File: src/rtl/bcd_pkg.sv
// rtl/bcd_pkg.sv - shared types and constants for the serial BCD adder slice
package bcd_pkg;

  // Controller states
  typedef enum logic [1:0] {
    IDLE = 2'd0,
    ADD  = 2'd1,
    DONE = 2'd2
  } bcd_state_e;

  localparam int BCD_DIGIT_W   = 4;
  localparam int BCD_MAX_DIGIT = 9;

endpackage

File: src/rtl/bcd_adder.sv
// rtl/bcd_adder.sv - single-digit BCD adder: (a+b+cin) mod 10 with decimal carry
import bcd_pkg::*;

module bcd_adder (
  input  logic [BCD_DIGIT_W-1:0] a_i,
  input  logic [BCD_DIGIT_W-1:0] b_i,
  input  logic                   cin_i,
  output logic [BCD_DIGIT_W-1:0] sum_o,
  output logic                   cout_o
);

  // Five bits cover the largest binary sum of two nibbles plus carry.
  logic [BCD_DIGIT_W:0] raw;
  logic [BCD_DIGIT_W:0] adj;

  assign raw    = {1'b0, a_i} + {1'b0, b_i} + {{BCD_DIGIT_W{1'b0}}, cin_i};
  assign cout_o = (raw >= (BCD_DIGIT_W+1)'(10));
  assign adj    = raw - (BCD_DIGIT_W+1)'(10);
  assign sum_o  = cout_o ? adj[BCD_DIGIT_W-1:0] : raw[BCD_DIGIT_W-1:0];

endmodule

File: src/rtl/bcd_serial_add_ctrl.sv
// rtl/bcd_serial_add_ctrl.sv - digit-serial packed-BCD adder sequencer (optional BCD_CHECK_EN digit check)
import bcd_pkg::*;

module bcd_serial_add_ctrl #(
  parameter int DIGITS = 4
) (
  input  logic                          clk,
  input  logic                          rst,
  input  logic                          start,
  input  logic [BCD_DIGIT_W*DIGITS-1:0] a,
  input  logic [BCD_DIGIT_W*DIGITS-1:0] b,
  input  logic                          carry_in,
  output logic                          ready,
  output logic                          done,
  output logic [BCD_DIGIT_W*DIGITS-1:0] sum,
  output logic                          carry,
  output logic                          err
);

  localparam int W     = BCD_DIGIT_W * DIGITS;
  localparam int IDX_W = (DIGITS > 1) ? $clog2(DIGITS) : 1;
  localparam logic [IDX_W-1:0] IDX_LAST = IDX_W'(DIGITS - 1);

  bcd_state_e       state_q, state_d;
  logic [IDX_W-1:0] idx_q, idx_d;
  logic [W-1:0]     a_q, a_d;
  logic [W-1:0]     b_q, b_d;
  logic             cy_q, cy_d;
  logic [W-1:0]     sum_q, sum_d;
  logic             carry_q, carry_d;

  logic [BCD_DIGIT_W-1:0] dig_a;
  logic [BCD_DIGIT_W-1:0] dig_b;
  logic [BCD_DIGIT_W-1:0] add_sum;
  logic                   add_cout;

  assign dig_a = a_q[idx_q*BCD_DIGIT_W +: BCD_DIGIT_W];
  assign dig_b = b_q[idx_q*BCD_DIGIT_W +: BCD_DIGIT_W];

  bcd_adder u_digit (
    .a_i    (dig_a),
    .b_i    (dig_b),
    .cin_i  (cy_q),
    .sum_o  (add_sum),
    .cout_o (add_cout)
  );

`ifdef BCD_CHECK_EN
  localparam logic [BCD_DIGIT_W-1:0] MAX_DIG = BCD_DIGIT_W'(BCD_MAX_DIGIT);

  logic flag_q, flag_d;
  logic err_q, err_d;
  logic dig_bad;

  assign dig_bad = (dig_a > MAX_DIG) || (dig_b > MAX_DIG);
  assign err     = err_q;
`else
  assign err = 1'b0;
`endif

  // Next-state, datapath updates and handshake outputs
  always_comb begin
    state_d = state_q;
    idx_d   = idx_q;
    a_d     = a_q;
    b_d     = b_q;
    cy_d    = cy_q;
    sum_d   = sum_q;
    carry_d = carry_q;
    ready   = 1'b0;
    done    = 1'b0;
`ifdef BCD_CHECK_EN
    flag_d  = flag_q;
    err_d   = err_q;
`endif
    unique case (state_q)
      IDLE: begin
        ready = 1'b1;
        if (start) begin
          a_d     = a;
          b_d     = b;
          cy_d    = carry_in;
          idx_d   = '0;
          state_d = ADD;
`ifdef BCD_CHECK_EN
          flag_d  = 1'b0;
`endif
        end
      end
      ADD: begin
        sum_d[idx_q*BCD_DIGIT_W +: BCD_DIGIT_W] = add_sum;
        cy_d = add_cout;
`ifdef BCD_CHECK_EN
        flag_d = flag_q | dig_bad;
`endif
        if (idx_q == IDX_LAST) begin
          state_d = DONE;
          carry_d = add_cout;
`ifdef BCD_CHECK_EN
          // An invalid digit anywhere poisons the whole result.
          err_d = flag_d;
          if (flag_d) begin
            sum_d   = '0;
            carry_d = 1'b0;
          end
`endif
        end else begin
          idx_d = idx_q + 1'b1;
        end
      end
      DONE: begin
        done    = 1'b1;
        state_d = IDLE;
      end
      default: state_d = IDLE;
    endcase
  end

  // State and datapath registers with synchronous reset
  always_ff @(posedge clk) begin
    if (rst) begin
      state_q <= IDLE;
      idx_q   <= '0;
      a_q     <= '0;
      b_q     <= '0;
      cy_q    <= 1'b0;
      sum_q   <= '0;
      carry_q <= 1'b0;
`ifdef BCD_CHECK_EN
      flag_q  <= 1'b0;
      err_q   <= 1'b0;
`endif
    end else begin
      state_q <= state_d;
      idx_q   <= idx_d;
      a_q     <= a_d;
      b_q     <= b_d;
      cy_q    <= cy_d;
      sum_q   <= sum_d;
      carry_q <= carry_d;
`ifdef BCD_CHECK_EN
      flag_q  <= flag_d;
      err_q   <= err_d;
`endif
    end
  end

  assign sum   = sum_q;
  assign carry = carry_q;

endmodule
File: config.mk
export PLATFORM = sky130hd
export DESIGN_NAME = bcd_serial_add_ctrl
export DESIGN_NICKNAME = d
export VERILOG_FILES = /design/src/rtl/bcd_pkg.sv /design/src/rtl/bcd_adder.sv /design/src/rtl/bcd_serial_add_ctrl.sv
export SDC_FILE = /design/constraint.sdc
export NUM_CORES = 1
export LEC_CHECK = 0
export ABC_AREA = 1
export CAP_MARGIN = 25
export CORE_MARGIN = 2
export CORE_UTILIZATION = 50
export DETAILED_ROUTE_END_ITERATION = 8
export DONT_BUFFER_PORTS = 1
export HOLD_SLACK_MARGIN = 0.05
export PLACE_DENSITY_LB_ADDON = 0.2
export SYNTH_ARGS = -nofsm -noshare
export SYNTH_HDL_FRONTEND = slang
export SYNTH_SLANG_ARGS = --single-unit
File: constraint.sdc
create_clock -name clk -period 9.05 [get_ports clk]
set_clock_uncertainty 0.1 [all_clocks]
set_input_delay 1.81 -clock clk [delete_from_list [all_inputs] [get_ports clk]]
set_output_delay 1.81 -clock clk [all_outputs]
set_load 0.1 [all_outputs]
---- Word-level counts from Yosys, hierarchy flattened ----
Cells that the tools add are included.
word-level totals
  word-level logic and storage cells ...... 42
  output and inout port bits .............. 20
  input bits .............................. 36
  register bits after elaboration ......... 54
operators by class
  equal/unequal tests ..................... 6
  multiplexer cells ....................... 12
  shifts and indexed selects .............. 4
  $lt $le $gt $ge ......................... 1
  reduce and logical (&&, ||, !) cells .... 7
  $add $sub $neg .......................... 5
operator list
  operator                   number
  $neg A4 Y34                1
  $shift A4 B34 Y16 const A  1
  $shiftx A4 B34 Y16         1
  $shiftx A16 B5 Y4          2
  $bwmux W16                 1
  $mux W2                    4
  $pmux W2 S2                2
  $reduce_and A2 Y1          4
  $ne A2 B2 Y1 const B       3
  $add A4 B4 Y5              1
  $add A5 B1 Y5              1
  $ge A5 B4 Y1 const B       1
  $eq A2 B2 Y1 const B       2
  $mux W4                    1
  $sub A4 B4 Y4 const B      1
  $mux W1                    3
  $reduce_and A3 Y1          1
  $add A2 B1 Y2 const B      1
  $eq A2 B1 Y1 const B       1
  $logic_not A2 Y1           1
  $pmux W1 S2                1
  $reduce_bool A2 Y1         1

---- Longest topological paths before layout ----
Gate-level depths: netlist of run 1.
  word-level depth ........................ 7
  depth in mapped cells ................... 20
  gate-level depth less buffers ........... 18

---- Modules after synthesis ----
Synthesis of run 1 repeated with hierarchy kept, for this count alone.
second synthesis, totals
  cell total of the unflattened synthesis .. 374
  area, all modules ....................... 2591.2 µm²
by module, submodules not included
  module               instances  area an instance (µm²)  sequential area each (µm²)  cells each
  bcd_serial_add_ctrl  1          2321.0                  1081.0                      329
  bcd_adder            1          270.3                   0.0                         45

---- Worst setup path before layout of run 1 ----
Ideal clock, no wire load.
  path type ............................... register to output
  start ................................... register state_q[1]
  end ..................................... output done
  cell stages (with the launch flop) ...... 3
  arrival ................................. 1621 ps
  path slack .............................. 5519 ps
  cells stage by stage .................... dfxtp_1 inv_2 nor2_1
on the way
  cells in the longest elaborated chain, start to end .. 2
RTL lines
  element                   RTL line                    RTL
  start: declaration        bcd_serial_add_ctrl.sv:24   bcd_state_e state_q, state_d;
  start signal: assignment  bcd_serial_add_ctrl.sv:134  state_q <= state_d;
  $eq A2 B2 Y1              bcd_serial_add_ctrl.sv:76   unique case (state_q)
  $mux W1                   bcd_serial_add_ctrl.sv:76
  end: declaration          bcd_serial_add_ctrl.sv:14   output logic done,
No other way between the ends.

---- Final worst setup path of run 1 ----
  start ................................... register idx_q[0]
  end ..................................... register sum_q[6], in the netlist sum[6]
on the way
  cells in the longest elaborated chain, start to end .. 7
RTL lines
  element                                               RTL line                                              RTL
  start: declaration                                    bcd_serial_add_ctrl.sv:25                             logic [IDX_W-1:0] idx_q, idx_d;
  start signal: assignment                              bcd_serial_add_ctrl.sv:135                            idx_q <= idx_d;
  $shiftx A16 B5 Y4 (on tied branches)                  bcd_serial_add_ctrl.sv:37, bcd_serial_add_ctrl.sv:38
  $add A4 B4 Y5                                         bcd_adder.sv:16                                       assign raw = {1'b0, a_i} + {1'b0, b_i} + {{BCD_DIGIT_W{1'b0}}, cin_i};
  $add A5 B1 Y5                                         bcd_adder.sv:16
  $sub A4 B4 Y4 / $ge A5 B4 Y1 (equally long branches)  bcd_adder.sv:18, bcd_adder.sv:17
  $mux W4                                               bcd_adder.sv:19                                       assign sum_o = cout_o ? adj[BCD_DIGIT_W-1:0] : raw[BCD_DIGIT_W-1:0];
  $shiftx A4 B34 Y16                                    bcd_serial_add_ctrl.sv:91                             sum_d[idx_q*BCD_DIGIT_W +: BCD_DIGIT_W] = add_sum;
  $bwmux W16 (*)                                        bcd_serial_add_ctrl.sv:91
  end signal: assignment                                bcd_serial_add_ctrl.sv:139                            sum_q <= sum_d;
  end: declaration                                      bcd_serial_add_ctrl.sv:29                             logic [W-1:0] sum_q, sum_d;
Every way passes the cells marked *; elsewhere a longest branch is shown, timed or not.
A chain may end at the register's enable or synchronous reset.

==> flow_summary_export.csv, run 1 <==
group,metric,value,unit
flow_run,cap_violations,0,
route,routed_wl,5350,um
synth,synthCells,347,
route,first_pass_iters,4,
finish,diodes,0,
worst_setup_path,path_class,"flop to flop",
route,via_per_inst,5.10,
clocking,cts_hold_buf,0,
worst_setup_path,crit_start,"idx_q[0]",
clocking,cts_inserted_buffers,5,
timing,rsz0062_at_grt,"no",
global_route,grt_pass1_vias,2037,
timing,relSlewSlack,28.1,%
placed_design,port_buffers,0,
clocking,clock_sinks,54,
global_route,grt-ovfl-total,0,
timing,period_minus_slack,4.48,ns
global_route,gr-usage-all-layers,19.5,%
floorplanning,core,5070,um^2
finish,syn_to_final_growth,5.93,%
finish,multi_input_area,1330,um^2
power_and_ir_drop,power.share.switching,31.4,%
clocking,cts_tree,"done",
power_and_ir_drop,p_per_area,215,nW/um^2
power_and_ir_drop,internal_power,406,uW
timing,slew_viol_final,0,
finish,register_area,1080,um^2
route,num_vias,2081,
power_and_ir_drop,power.share.sequential,47.1,%
power_and_ir_drop,p_comb_share,20.9,%
route,detail-route-antenna-nets,0,
floorplanning,die_area,5790,um^2
floorplanning,row_count,26,
worst_setup_path,worstPathRequired,9.20,ns
route,routedWlPerCell,13.1,um
timing,fin_crit_sh,49.5,%
finish,fillCellCount,547,
finish,final_nets,385,
worst_setup_path,crit_path_start_kind,"flop",
clocking,clk_latency,0.30,ns
clocking,root_buffer,"clkbuf_8",
worst_setup_path,worstSetupEndpointType,"flop",
synth,seq_area_frac_synth,41.6,%
timing,timing.setup.tns,0,ns
worst_hold_path,hold_path_class,"flop to flop",
placed_design,gp_congestion,0.818,
floorplanning,io_pins,56,
placed_design,placed_cells_incl_taps,399,
worst_setup_path,max_stage_delay,1.02,ns
synth,ys_ff_latch,54,
route,drc,0,
worst_setup_path,path_cells,"clkinv_1 > o21ai_0 > o22ai_1 > fa_1 > inv_1 > fa_1 > ha_1 > nand2_2 > nand3_4 > nand2_4 > nand2_2 > nand2_2 > nand4_1 > a21oi_1",
power_and_ir_drop,ir_drop,0.115,mV
floorplanning,initial_core_util,51.2,%
finish,finalNonFillerCells,408,
finish,final_common_cell,"nor2_1",
global_route,grt_antenna_before_repair,0,
placed_design,placed_area,2580,um^2
finish,layout-drive-gt1-share,10.9,%
global_route,grt_start_max_net_pins,36,
power_and_ir_drop,p_total,592,uW
run_status,status,"finished, final reports clean",
synth,syn_area_per_cell,7.48,um^2
timing,setup_violations,0,
power_and_ir_drop,clkPwrFrac,32.0,%
synth,yosysUniqueCellTypes,33,
timing,holdWs,0.390,ns
floorplanning,die_h,76.1,um
worst_setup_path,cpMaxStageDelayCell,"dfxtp_1",
clocking,htreeDepth,2,
worst_setup_path,cpMostUsedCell,"nand2_2",
worst_setup_path,crit_path_max_fanout,29,
clocking,clock_path_buffers,2,
timing,worst_slew_pin_slew,1.08,ns
synth,yosys_warnings,0,
synth,syn-num-nets,395,
worst_setup_path,critical_path_buf_inv_count,2,
floorplanning,die_w,76.1,um
placed_design,dpl.hpwl,3840,um
global_route,grt_pass1_wl,9360,um
synth,synthesis.area,2600,um^2
route,drt-initial-drc-count,123,
worst_setup_path,worstPathArrival,4.62,ns
finish,final_cell_mix,"nor2_1 (82), dfxtp_1 (54), nand2_1 (40)",
clocking,path_clk_slew,0.10,ns
power_and_ir_drop,p_leak,0.00111,uW
power_and_ir_drop,p_sw,186,uW
finish,stdcell_area,2750,um^2
clocking,post_cts_resized,0,
clocking,postCtsSetupBuffers,0,
timing,hold_viol,0,
worst_setup_path,worstReg2RegStart,"idx_q[0]",
timing,timing.fmax,223,MHz
worst_hold_path,worstHoldStart,"b_q[10]",
worst_setup_path,critPathTopFamily,"adder cells",
[path summary, 6_finish.rpt]
check,end,slack [ns],cells past startpoint
setup / recovery,sum[6],4.57,14
hold / removal,b_q[10],0.39,2
setup reg to reg,sum[6],4.57,14
hold reg to reg,b_q[10],0.39,2
[worst reg2reg max path, delay by kind of cell (launching register included)]
family | cells | cell delay [ns]
compound gates | 3 | 0.71
fa+ha+maj | 3 | 1.20
buf+inv | 2 | 0.87
simple gates | 6 | 0.52
flops | 1 | 1.02
[final cells by class]
type,count,share of cell area (%)
clock inverters,3,2.50
flip-flops and latches,54,39.3
well taps,70,3.18
multi-input cells,253,48.5
repair buffers,1,1.00
inverters,22,3.00
clock buffers,5,2.50
[power groups by stage]
| stage | Clock (uW) | Sequential (uW) | Combinational, uW |
|---|---|---|---|
| final | 189 | 279 | 124 |
| after global routing | 203 | 281 | 141 |
| after CTS | 192 | 279 | 123 |
| after detailed placement | 0 | 285 | 122 |
| after global placement | 0 | 284 | 119 |
| after floorplan | 0 | 279 | 107 |
[synth_stat cells (all sizes together)]
library cell / instances / area (um^2)
nor2: 85 / 322
dfxtp: 54 / 1080
nand2: 52 / 230
o21ai: 48 / 240
a21oi: 22 / 114
inv: 21 / 78.8
nand3: 14 / 97.6
ha: 10 / 125
clkbuf: 9 / 37.5
buf: 8 / 53.8
nand4: 6 / 37.5
o22ai: 6 / 37.5
a32oi: 2 / 17.5
fa: 2 / 40.0
a22oi: 1 / 7.51
a31oi: 1 / 6.26
clkinv: 1 / 3.75
conb: 1 / 3.75
dlymetal6s2s: 1 / 12.5
nor3: 1 / 10.0
nor3b: 1 / 18.8
nor4: 1 / 21.3
[flip-flops by register name, summed over array words and instances (netlist names)]
signal and cells:
carry 1, state_q 2, a_q 16, b_q 16, cy_q 1, idx_q 2, sum 16
[routing by layer]
metal,share of wire (%),global-route usage [%],wire length (um),vias to the layer above
li1,-,-,-,1111
met1,51,26.6,2720,919
met2,44,31.4,2350,47
met3,4.7,4.74,251,4
met4,0.56,4.73,30,0
met5,0,0,0,-
[per-stage QoR]
stage | worst slack, ns | utilization [%]
after floorplan | 5.52 | -
after global placement | 4.82 | 50.9
after detailed placement | 4.66 | 50.9
after CTS | 4.62 | 53.6
after global routing | 4.09 | 54.2
final | 4.57 | 54.2
[cells by family after synthesis]
logic type      Yosys count  synth area share, %
simple gates            160                 28.4
compound gates           80                 16.3
flops                    54                 41.6
buf+inv                  40                 7.18
fa+ha+maj                12                 6.36
other cells               1                0.144
No activity file was read; power rests on OpenSTA's default activity.
==> inputs of run 2 (changes only) <==
==> constraint.sdc (replaced) <==
create_clock -name clk -period 4.05 [get_ports clk]
set_clock_uncertainty 0.1 [all_clocks]
set_input_delay 0.81 -clock clk [delete_from_list [all_inputs] [get_ports clk]]
set_output_delay 0.81 -clock clk [all_outputs]
set_load 0.1 [all_outputs]
==> flow_summary_export.csv, run 2 (synthesis gave the netlist of run 1 again) <==
group,metric,value,unit
worst_setup_path,cpMaxStageDelayCell,"dfxtp_1",
route,dr_wl_met3,275,um
timing,hold_viol,0,
clocking,htreeDepth,2,
power_and_ir_drop,clkPwrFrac,27.1,%
placed_design,placed_area,2620,um^2
timing,fin_crit_sh,77.9,%
clocking,clock_path_buffers,2,
worst_setup_path,worstPathArrival,3.28,ns
floorplanning,die_w,76.1,um
worst_setup_path,crit_path_max_fanout,13,
floorplanning,die_area,5790,um^2
clocking,path_clk_slew,0.09,ns
route,routedWlPerCell,13.0,um
worst_hold_path,hold_path_class,"flop to flop",
global_route,grt_pass1_vias,2110,
timing,rsz0062_at_grt,"no",
finish,final_cell_mix,"nor2_1 (82), dfxtp_1 (54), nand2_1 (40)",
clocking,root_buffer,"clkbuf_8",
route,top_layer,"met4",
finish,diodes,0,
finish,layout-drive-gt1-share,11.7,%
global_route,grt_start_max_net_pins,36,
worst_setup_path,crit_path_start_kind,"flop",
route,num_vias,2110,
worst_setup_path,crit_start,"idx_q[1]",
power_and_ir_drop,ir_drop,0.251,mV
clocking,post_cts_resized,0,
floorplanning,die_h,76.1,um
worst_setup_path,worstSetupEndpointType,"flop",
clocking,cts_hold_buf,0,
floorplanning,core,5070,um^2
route,wl_met1,2580,um
finish,final_nets,388,
finish,stdcell_area,2730,um^2
finish,fillCellCount,522,
power_and_ir_drop,p_per_area,453,nW/um^2
floorplanning,initial_core_util,51.2,%
clocking,clock_sinks,54,
global_route,grt-ovfl-total,0,
worst_setup_path,worstPathRequired,4.18,ns
placed_design,gp_congestion,0.923,
power_and_ir_drop,p_comb_share,22.8,%
timing,slew_viol_final,0,
power_and_ir_drop,p_sw,401,uW
timing,setup_violations,0,
placed_design,dpl.hpwl,3980,um
route,wl_met2,2420,um
placed_design,port_buffers,0,
route,drt-initial-drc-count,85,
worst_setup_path,max_stage_delay,0.54,ns
worst_hold_path,worstHoldStart,"b_q[2]",
power_and_ir_drop,p_leak,0.00111,uW
power_and_ir_drop,internal_power,833,uW
timing,timing.setup.tns,0,ns
timing,holdWs,0.390,ns
worst_setup_path,path_cells,"inv_1 > o21ai_0 > o22ai_1 > fa_1 > inv_1 > fa_1 > ha_1 > nand2_2 > nand3_4 > nand2_4 > nand2_2 > nand2_2 > nand4_1 > a21oi_1",
clocking,postCtsSetupBuffers,0,
route,routed_wl,5360,um
worst_setup_path,rrSetupSlack,0.90,ns
worst_setup_path,cpMostUsedCell,"nand2_2",
clocking,clk_latency,0.30,ns
timing,period_minus_slack,3.15,ns
finish,final_common_cell,"nor2_1",
power_and_ir_drop,power.share.switching,32.5,%
flow_run,cap_violations,0,
floorplanning,io_pins,56,
run_status,status,"finished, final reports clean",
floorplanning,row_count,26,
power_and_ir_drop,power.share.sequential,50.2,%
global_route,grt_pass1_wl,9430,um
clocking,cts_tree,"done",
worst_setup_path,path_class,"flop to flop",
route,first_pass_iters,4,
timing,relSlewSlack,28.8,%
route,detail-route-antenna-nets,0,
global_route,gr-usage-all-layers,19.6,%
route,via_per_inst,5.13,
worst_setup_path,worstReg2RegStart,"idx_q[1]",
timing,timing.fmax,317,MHz
timing,worst_slew_pin_slew,1.07,ns
global_route,grt_antenna_before_repair,0,
finish,syn_to_final_growth,4.96,%
clocking,cts_inserted_buffers,5,
route,drc,0,
==> run 2: layout make-up <==
class	instances	area [um^2]	share of cell area [%]
tap	70	87.6	3.21
timing repair buffer	4	30.0	1.10
clock buffer	8	110	4.04
sequential	54	1080	39.7
inverter	22	82.6	3.03
multi-input combinational	253	1330	48.9
==> run 2: per-layer routing <==
metal  GRT usage (%)  up-vias
met4            6.36        0
met2            32.2       59
met3            4.03        8
met1            25.9      919
li1                -     1124
met5               0        -
==> run 2: critical path: cells and delay by family (launching register included) <==
kind	cells	cell delay [ns]
adder cells (fa/ha/maj)	3	1.19
flip-flops	1	0.54
AND/OR/NAND/NOR	6	0.49
AO/OA/AOI/OAI	3	0.42
buffers and inverters	2	0.36
==> run 2: power by group through the flow <==
stage	registers [uW]	logic (uW)	clock network (uW)
detailed placement	631	281	0
floorplan	624	239	0
CTS	619	282	345
global route	623	318	362
finish	619	281	334
global placement	631	275	0
==> run 2: through the flow <==
stage	util [%]	worst slack [ns]	power, uW	instances
4_1_cts	53.7	0.900	1250	411
5_1_grt	53.7	0.504	1300	411
3_3_place_gp	51.5	1.09	906	403
3_5_place_dp	51.5	0.927	912	403
6_report	53.7	0.897	1230	411
2_1_floorplan	-	1.05	863	347
==> run 2: final timing paths <==
| path | depth (start not counted) | to |
|---|---|---|
| setup / recovery | 14 | sum[6] |
| hold / removal | 2 | b_q[2] |
| setup reg to reg | 14 | sum[6] |
| hold reg to reg | 2 | b_q[2] |
